`config.mk`:
```
export PLATFORM = sky130hd
export DESIGN_NAME = sdram_bus_arbiter
export DESIGN_NICKNAME = d
export VERILOG_FILES = /design/src/rtl/sdram_arb_pkg.sv /design/src/rtl/sdram_refresh_timer.sv /design/src/rtl/sdram_bus_arbiter.sv
export SDC_FILE = /design/constraint.sdc
export NUM_CORES = 1
export LEC_CHECK = 0
export CAP_MARGIN = 20
export CORE_AREA = 4 4 118 120
export CTS_CLUSTER_SIZE = 12
export DETAILED_ROUTE_END_ITERATION = 7
export DIE_AREA = 0 0 122 124
export PLACE_DENSITY = 0.85
export SYNTH_ARGS = -nofsm -noshare
export SYNTH_HDL_FRONTEND = slang
export SYNTH_HIERARCHICAL = 1
export SYNTH_SLANG_ARGS = --single-unit
```
`constraint.sdc`:
```
create_clock -name clk -period 3.1 [get_ports clk]
set_input_delay 0.465 -clock clk [delete_from_list [all_inputs] [get_ports clk]]
set_output_delay 0.465 -clock clk [all_outputs]
set_load 0.05 [all_outputs]
```
`src/rtl/sdram_arb_pkg.sv`:
```
// rtl/sdram_arb_pkg.sv - shared types and constants for the SDRAM bus arbiter
package sdram_arb_pkg;

    typedef enum logic [1:0] {
        IDLE,
        ISSUE,
        WAIT_RD,
        GAP
    } arb_state_e;

    localparam int P_VDP   = 0;
    localparam int P_CPU   = 1;
    localparam int P_AUX   = 2;
    localparam int N_PORTS = 3;

    localparam int ADDR_W = 21;
    localparam int DATA_W = 32;
    localparam int MASK_W = 4;

    localparam logic [DATA_W-1:0] TIMEOUT_DATA = 32'hFFFF_FFFF;

    function automatic logic [N_PORTS-1:0] port_onehot(input logic [1:0] idx);
        return 3'b001 << idx;
    endfunction

endpackage

```
`src/rtl/sdram_refresh_timer.sv`:
```
// rtl/sdram_refresh_timer.sv - free-running refresh interval counter with a single pending flag
module sdram_refresh_timer #(
    parameter int INTERVAL = 512
) (
    input  logic clk,
    input  logic reset_n,
    input  logic hold_i,
    input  logic clear_i,
    output logic pending_o
);

    localparam int CW = $clog2(INTERVAL);

    logic [CW-1:0] cnt_q;
    logic          pending_q;
    logic          expire;

    assign expire    = !hold_i && (cnt_q == CW'(INTERVAL - 1));
    assign pending_o = pending_q;

    always_ff @(posedge clk) begin
        if (!reset_n) begin
            cnt_q     <= '0;
            pending_q <= 1'b0;
        end else begin
            if (hold_i || expire) begin
                cnt_q <= '0;
            end else begin
                cnt_q <= cnt_q + CW'(1);
            end
            // A fresh expiry outranks the clear so a refresh is never lost.
            if (expire) begin
                pending_q <= 1'b1;
            end else if (clear_i) begin
                pending_q <= 1'b0;
            end
        end
    end

endmodule

```
`src/rtl/sdram_bus_arbiter.sv`:
```
// rtl/sdram_bus_arbiter.sv - single-transaction arbiter of the shared SDRAM bus across three ports
module sdram_bus_arbiter
    import sdram_arb_pkg::*;
#(
    parameter int REFRESH_INTERVAL = 512,
    parameter int GAP_CYCLES       = 1,
    parameter int READ_TIMEOUT     = 64
) (
    input  logic        clk,
    input  logic        reset_n,
    input  logic [2:0]  req_valid,
    input  logic [2:0]  req_write,
    input  logic [62:0] req_address,
    input  logic [95:0] req_wdata,
    input  logic [11:0] req_wdata_mask,
    output logic [2:0]  req_ack,
    output logic [31:0] port_rdata,
    output logic [2:0]  port_rdata_en,
    output logic        read_timeout_err,
    input  logic        sdram_init_busy,
    output logic [20:0] bus_address,
    output logic        bus_valid,
    output logic        bus_write,
    output logic        bus_refresh,
    output logic [31:0] bus_wdata,
    output logic [3:0]  bus_wdata_mask,
    input  logic [31:0] bus_rdata,
    input  logic        bus_rdata_en
);

    localparam int TW = $clog2(READ_TIMEOUT + 1);
    localparam arb_state_e POST_ST = (GAP_CYCLES == 0) ? IDLE : GAP;

    arb_state_e          state_q;
    logic [1:0]          owner_q;
    logic                is_read_q;
    logic                rr_q;          // 0 favours p1, 1 favours p2
    logic [TW-1:0]       to_cnt_q;
    logic [3:0]          gap_cnt_q;
    logic                timeout_err_q;
    logic [N_PORTS-1:0]  req_ack_q;
    logic                bus_valid_q;
    logic                bus_write_q;
    logic                bus_refresh_q;
    logic [ADDR_W-1:0]   bus_address_q;
    logic [DATA_W-1:0]   bus_wdata_q;
    logic [MASK_W-1:0]   bus_wdata_mask_q;

    logic [ADDR_W-1:0]   addr_a [N_PORTS];
    logic [DATA_W-1:0]   wdata_a [N_PORTS];
    logic [MASK_W-1:0]   mask_a [N_PORTS];

    logic                refresh_pending;
    logic                grant_valid;
    logic                grant_refresh;
    logic [1:0]          grant_idx;
    logic                rd_done;
    logic                rd_timeout;

    for (genvar i = 0; i < N_PORTS; i++) begin : g_unpack
        assign addr_a[i]  = req_address[i*ADDR_W +: ADDR_W];
        assign wdata_a[i] = req_wdata[i*DATA_W +: DATA_W];
        assign mask_a[i]  = req_wdata_mask[i*MASK_W +: MASK_W];
    end

    sdram_refresh_timer #(
        .INTERVAL (REFRESH_INTERVAL)
    ) u_refresh_timer (
        .clk       (clk),
        .reset_n   (reset_n),
        .hold_i    (sdram_init_busy),
        .clear_i   ((state_q == IDLE) && grant_refresh),
        .pending_o (refresh_pending)
    );

    // Priority: refresh, then video fetch, then round-robin between CPU and aux.
    always_comb begin
        grant_valid   = 1'b0;
        grant_refresh = 1'b0;
        grant_idx     = 2'(P_VDP);
        if (!sdram_init_busy) begin
            if (refresh_pending) begin
                grant_valid   = 1'b1;
                grant_refresh = 1'b1;
            end else if (req_valid[P_VDP]) begin
                grant_valid = 1'b1;
                grant_idx   = 2'(P_VDP);
            end else if (req_valid[P_CPU] && (!rr_q || !req_valid[P_AUX])) begin
                grant_valid = 1'b1;
                grant_idx   = 2'(P_CPU);
            end else if (req_valid[P_AUX]) begin
                grant_valid = 1'b1;
                grant_idx   = 2'(P_AUX);
            end
        end
    end

    assign rd_done    = (state_q == WAIT_RD) && bus_rdata_en;
    assign rd_timeout = (state_q == WAIT_RD) && !bus_rdata_en
                        && (to_cnt_q == TW'(READ_TIMEOUT - 1));

    assign port_rdata_en    = (rd_done || rd_timeout) ? port_onehot(owner_q) : '0;
    assign port_rdata       = rd_timeout ? TIMEOUT_DATA : bus_rdata;
    assign req_ack          = req_ack_q;
    assign read_timeout_err = timeout_err_q;
    assign bus_valid        = bus_valid_q;
    assign bus_write        = bus_write_q;
    assign bus_refresh      = bus_refresh_q;
    assign bus_address      = bus_address_q;
    assign bus_wdata        = bus_wdata_q;
    assign bus_wdata_mask   = bus_wdata_mask_q;

    always_ff @(posedge clk) begin
        if (!reset_n) begin
            state_q          <= IDLE;
            owner_q          <= '0;
            is_read_q        <= 1'b0;
            rr_q             <= 1'b0;
            to_cnt_q         <= '0;
            gap_cnt_q        <= '0;
            timeout_err_q    <= 1'b0;
            req_ack_q        <= '0;
            bus_valid_q      <= 1'b0;
            bus_write_q      <= 1'b0;
            bus_refresh_q    <= 1'b0;
            bus_address_q    <= '0;
            bus_wdata_q      <= '0;
            bus_wdata_mask_q <= 4'hF;
        end else begin
            req_ack_q <= '0;
            case (state_q)
                IDLE: begin
                    if (grant_valid) begin
                        state_q       <= ISSUE;
                        owner_q       <= grant_idx;
                        is_read_q     <= !grant_refresh && !req_write[grant_idx];
                        bus_valid_q   <= 1'b1;
                        bus_refresh_q <= grant_refresh;
                        bus_write_q   <= !grant_refresh && req_write[grant_idx];
                        if (!grant_refresh) begin
                            bus_address_q    <= addr_a[grant_idx];
                            bus_wdata_q      <= wdata_a[grant_idx];
                            bus_wdata_mask_q <= mask_a[grant_idx];
                            req_ack_q        <= port_onehot(grant_idx);
                            if (grant_idx == 2'(P_CPU)) begin
                                rr_q <= 1'b1;
                            end else if (grant_idx == 2'(P_AUX)) begin
                                rr_q <= 1'b0;
                            end
                        end
                    end
                end
                ISSUE: begin
                    bus_valid_q   <= 1'b0;
                    bus_write_q   <= 1'b0;
                    bus_refresh_q <= 1'b0;
                    to_cnt_q      <= '0;
                    gap_cnt_q     <= '0;
                    state_q       <= is_read_q ? WAIT_RD : POST_ST;
                end
                WAIT_RD: begin
                    if (rd_done) begin
                        state_q <= POST_ST;
                    end else if (rd_timeout) begin
                        state_q       <= POST_ST;
                        timeout_err_q <= 1'b1;
                    end else begin
                        to_cnt_q <= to_cnt_q + TW'(1);
                    end
                end
                GAP: begin
                    if (gap_cnt_q == 4'(GAP_CYCLES - 1)) begin
                        state_q <= IDLE;
                    end else begin
                        gap_cnt_q <= gap_cnt_q + 4'd1;
                    end
                end
                default: state_q <= IDLE;
            endcase
        end
    end

endmodule

```
## After elaboration in Yosys (flattened, before gate mapping)

Cells that the tools add are included.

| word-level totals | value |
|---|---|
| register bits | 91 |
| bits of input ports | 213 |
| output and inout bits | 99 |
| word-level logic and storage cells | 122 |

| cells by class | value |
|---|---|
| $add $sub $neg | 3 |
| order comparisons | 2 |
| eq/ne operators | 13 |
| shifts and indexed selects | 2 |
| mux-type cells | 46 |
| bitwise logic cells | 6 |
| reductions and logical operators | 34 |

Operator list:

| cell | number |
|---|---|
| $mux 32 | 3 |
| $bmux 32 s2 | 1 |
| $bmux 21 s2 | 1 |
| $mux 21 | 2 |
| $mux 2 | 9 |
| $mux 1 | 16 |
| $mux 7 | 2 |
| $pmux 7 s2 | 1 |
| $mux 4 | 3 |
| $reduce_and 3->1 | 4 |
| $ne 2x2->1 const B | 5 |
| $reduce_bool 2->1 | 5 |
| $add 9x1->9 const B | 1 |
| $eq 9x9->1 const B | 1 |
| $bmux 4 s2 | 1 |
| $logic_and 1x1->1 | 8 |
| $pmux 2 s4 | 1 |
| $pmux 4 s2 | 1 |
| $add 7x1->7 const B | 1 |
| $eq 7x6->1 const B | 1 |
| $eq 2x2->1 const B | 3 |
| $logic_not 1->1 | 6 |
| $pmux 1 s2 | 3 |
| $reduce_and 2->1 | 3 |
| other kinds (16) | 24 |

## Logic depth before layout (Yosys ltp)

| logic depth | value |
|---|---|
| depth after elaboration | 12 |
| gate-level depth with buffers | 8 |
| mapped depth without buffers | 7 |

## Hierarchy

Netlist, hierarchy kept.

Modules (own cells, without submodules):

| module | instances | cells an instance | area an instance (sq um) | seq. area each (sq um) |
|---|---|---|---|---|
| sdram_bus_arbiter | 1 | 462 | 4,247.8 | 1,621.6 |
| sdram_refresh_timer | 1 | 45 | 405.4 | 200.2 |

## Worst setup path after synthesis

No wires, ideal clock.

| timing path | value |
|---|---|
| path type | reg-to-output |
| start point | register to_cnt_q[0] |
| end point | output port_rdata_en[2] |
| arrival | 2.235 ns |
| data required time | 2.635 ns |
| slack | 0.400 ns |
| cell stages (with the launch flop) | 6 |
| buffers on the path | 0 |
| cells stage by stage | dfxtp_1 ha_1 nand3_1 nor3_1 o21ai_0 nor3b_1 |

| between the ends | value |
|---|---|
| longest elaborated chain between the ends | 4 |

RTL lines:

| what | line | text |
|---|---|---|
| start, declared | sdram_bus_arbiter.sv:38 | `logic [TW-1:0] to_cnt_q;` |
| start signal, assigned | sdram_bus_arbiter.sv:168 | `to_cnt_q <= to_cnt_q + TW'(1);` |
| $eq 7x6->1 | sdram_bus_arbiter.sv:100 | `&& (to_cnt_q == TW'(READ_TIMEOUT - 1));` |
| $logic_and 1x1->1 | sdram_bus_arbiter.sv:100 |  |
| $logic_or 1x1->1 | sdram_bus_arbiter.sv:102 | `assign port_rdata_en = (rd_done \|\| rd_timeout) ? port_onehot(owner_q) : '0;` |
| $mux 3 | sdram_bus_arbiter.sv:102 |  |
| end, declared | sdram_bus_arbiter.sv:18 | `output logic [2:0] port_rdata_en,` |

Every way passes these cells.

## Worst setup path after layout

Ends and elaborated chain as after synthesis.

==> results.cfg <==
[floorplan]
initial_core_util_pct = 35.8
die_h_um = 124
die_area_um2 = 15100
core_um2 = 13000
pin_count = 312
dieWidth_um = 122
std_cell_rows = 42

[clock_tree]
worstSkewPairLatency_ns = 0.34
cts_setup_buffers = 0
hold_buffers = 0
clock_sinks = 91
htreeDepth = 3
cts_root_buffer = clkbuf_16
clock_tree.buffer_depth = 2
clkSlewWorstSetupHoldPaths_ns = 0.07
cts_tree = done
numCtsBuffers = 9

[global_routing]
antenna_found_initial = 0
overflow = 0
grt_use_total_pct = 23.6
busiest_layer = met2
grt_max_degree = 45
grt_pass1_wl_um = 27900
grtUsageMet1_pct = 26.9
use_met2_pct = 41.8
grt_pass1_vias = 5285
use_met3_pct = 6.72

[sta]
finalClockSkew_ns = 0.00827
finalSetupViolations = 0
post-route-period-util_pct = 85.8
slew_viol_final = 0
hold_violations = 0
period_needed_ns = 2.66
hold_slack_ns = 0.472
slew_headroom_pct = 50.2
worstMarginPinSlew_ns = 0.742
setup-tns-final_ns = 0
layout_setup_ws_ns = 0.441
fmax_mhz = 376
rsz0062_at_grt = no

[synth]
syn-mean-instance-area_um2 = 9.18
synth_top_area_share_pct = 39.2
syn-num-nets = 729
yosysMostFrequentCell = dfxtp_1
ys.flop_type = dfxtp_1
synth_edf_count = 0
syn_area_um2 = 4650
synth_cells = 507
yosys-top-cells-area = dfxtp_1 (39%), mux2i_1 (10%), a32oi_1 (8.1%)
async_flop_share_pct = 0
ys_ff_latch = 91
yosys.area.top_type = dfxtp_1
ys_warn_count = 6
yosys.cell_types.count = 54
ys_seq_area_share_pct = 39.2
synthTopCellsByCount = dfxtp_1 (91), mux2i_1 (47), a32oi_1 (43)

[critical_path]
setup.worst_path.start_class = register
crit_required_ns = 2.63
slowest_delay_ns = 0.45
startpoint = to_cnt_q[0]
endpoint = port_rdata_en[2]
r2r-end = bus_wdata[2]
cp_cell_sequence = ha_1 > nand3_1 > nor3_1 > o21ai_0 > nor3b_1 > dlymetal6s2s_1
r2r-start = state_q[1]
cp_max_fo = 6
ff2ff_path_depth = 6
setup.worst_path.class = reg2out
cp-end-kind = primary output
rrSetupSlack_ns = 0.89
critPathSlowestCell = dlymetal6s2s_1
worstPathArrival_ns = 2.19

[detailed_routing]
drcViolationCount = 0
via_count = 5288
postRouteAntennaNets = 0
drt_iter0_markers = 402
wirelength_um = 19100
firstDrtPassIters = 6
wl_per_cell_um = 19.4
vias_per_cell = 5.36

[worst_hold_path]
hold_path.class = reg2reg
whs_path_depth = 1
min_from = u_refresh_timer/cnt_q[0]

[job]
cap_violations = 0

[placed_design]
place_ws_ns = 0.395
io_buffers = 311
hpwlAfterDp_um = 14800
gp_congestion = 0.845

[power]
power_leakage_uw = 0.00316
powerDensity_nw_per_um2 = 556
power_uw = 4740
vdd_drop_max_uv = 330

[cells_and_area]
n_fill_cell = 1038
post-route-util_pct = 65.7
layout-drive-gt1-share_pct = 12.7
regArea_um2 = 1820
multiInputGateArea_um2 = 2550
diodes = 0
syn_to_final_growth_pct = 83.2
final_nets = 1027

[run_status]
status = complete, no violations
-- area by class of cell --
| class | instances | area share (%) |
|---|---|---|
| multi-input cells | 364 | 30.0 |
| well taps | 176 | 2.58 |
| repair buffers | 325 | 42.2 |
| clock inverters | 5 | 0.440 |
| flip-flops and latches | 91 | 21.4 |
| clock buffers | 11 | 2.85 |
| inverters | 14 | 0.617 |
-- what timing repair did --
item / CTS / global route
resized for setup: 0 / 3
setup endpoints to repair: 0 / 3
hold endpoints to repair: 0 / 0
-- cells by family (layout without fill, tap and decap cells) --
| group | Yosys count | count (layout) | synth area share, % |
|---|---|---|---|
| AO/OA/AOI/OAI | 176 | 176 | 25.5 |
| XOR/XNOR | 5 | 5 | 0.941 |
| adder cells (fa/ha/maj) | 9 | 9 | 2.42 |
| buffers and inverters | 52 | 355 | 6.21 |
| flip-flops | 91 | 91 | 39.2 |
| multiplexers | 47 | 47 | 10.1 |
| AND/OR/NAND/NOR | 127 | 127 | 15.6 |
-- stage by stage --
step / std cells / cell area (µm²)
2_1_floorplan: 507 / 4650
3_3_place_gp: 968 / 8220
3_5_place_dp: 968 / 8220
4_1_cts: 984 / 8500
5_1_grt: 986 / 8520
6_report: 986 / 8520
-- where the power goes --
part / total [µW] / switching [µW] / internal [µW]
Sequential: 1480 / 115 / 1360
Clock: 1070 / 496 / 570
Combinational: 2190 / 1320 / 877
-- flip-flops by register name (all words and copies together), names as in the netlist --
name	cells
bus_address	21
bus_refresh	1
bus_valid	1
bus_wdata	32
bus_wdata_mask	4
bus_write	1
gap_cnt_q	4
is_read_q	1
owner_q	2
read_timeout_err	1
req_ack	3
rr_q	1
state_q	2
to_cnt_q	7
u_refresh_timer/cnt_q	9
u_refresh_timer/pending_o	1
-- placed cells by master, fill, tap and decap left out, drive strengths merged, types with 4 or more instances in the layout --
master	count
o311ai	6
a31oi	5
a222oi	9
clkbuf	11
nand2b	8
nor3	7
a21boi	4
a211oi	6
a32oi	43
nor2	18
or2	33
nand2	19
nor3b	5
a21oi	25
clkdlybuf4s50	276
dfxtp	91
mux2i	47
inv	15
buf	46
nand3	14
ha	9
o21ai	63
and2	7
-- worst min path at each step --
stage	slack, ns	to
4_1_cts	0.48	to_cnt_q[5]
6_report	0.47	u_refresh_timer/cnt_q[0]
3_3_place_gp	0.44	u_refresh_timer/cnt_q[0]
2_1_floorplan	0.43	u_refresh_timer/cnt_q[0]
5_1_grt	0.49	u_refresh_timer/cnt_q[0]
3_5_place_dp	0.45	u_refresh_timer/cnt_q[0]
-- routing by layer --
layer  vias to the layer above  share of wire (%)
met4                         0                3.3
li1                       2516                  -
met3                        44                6.8
met1                      2500                 37
met5                         -                  0
met2                       228                 53
-- critical path: cells and delay by family, from the launching register on --
| family | cells | cell delay, ns |
|---|---|---|
| buffers and inverters | 1 | 0.45 |
| and+or+nand+nor | 3 | 0.65 |
| AOI/OAI and AO/OA | 1 | 0.16 |
| adders and majority gates | 1 | 0.21 |
| DFF | 1 | 0.39 |
Note: power is estimated with default switching activity, not from simulation.
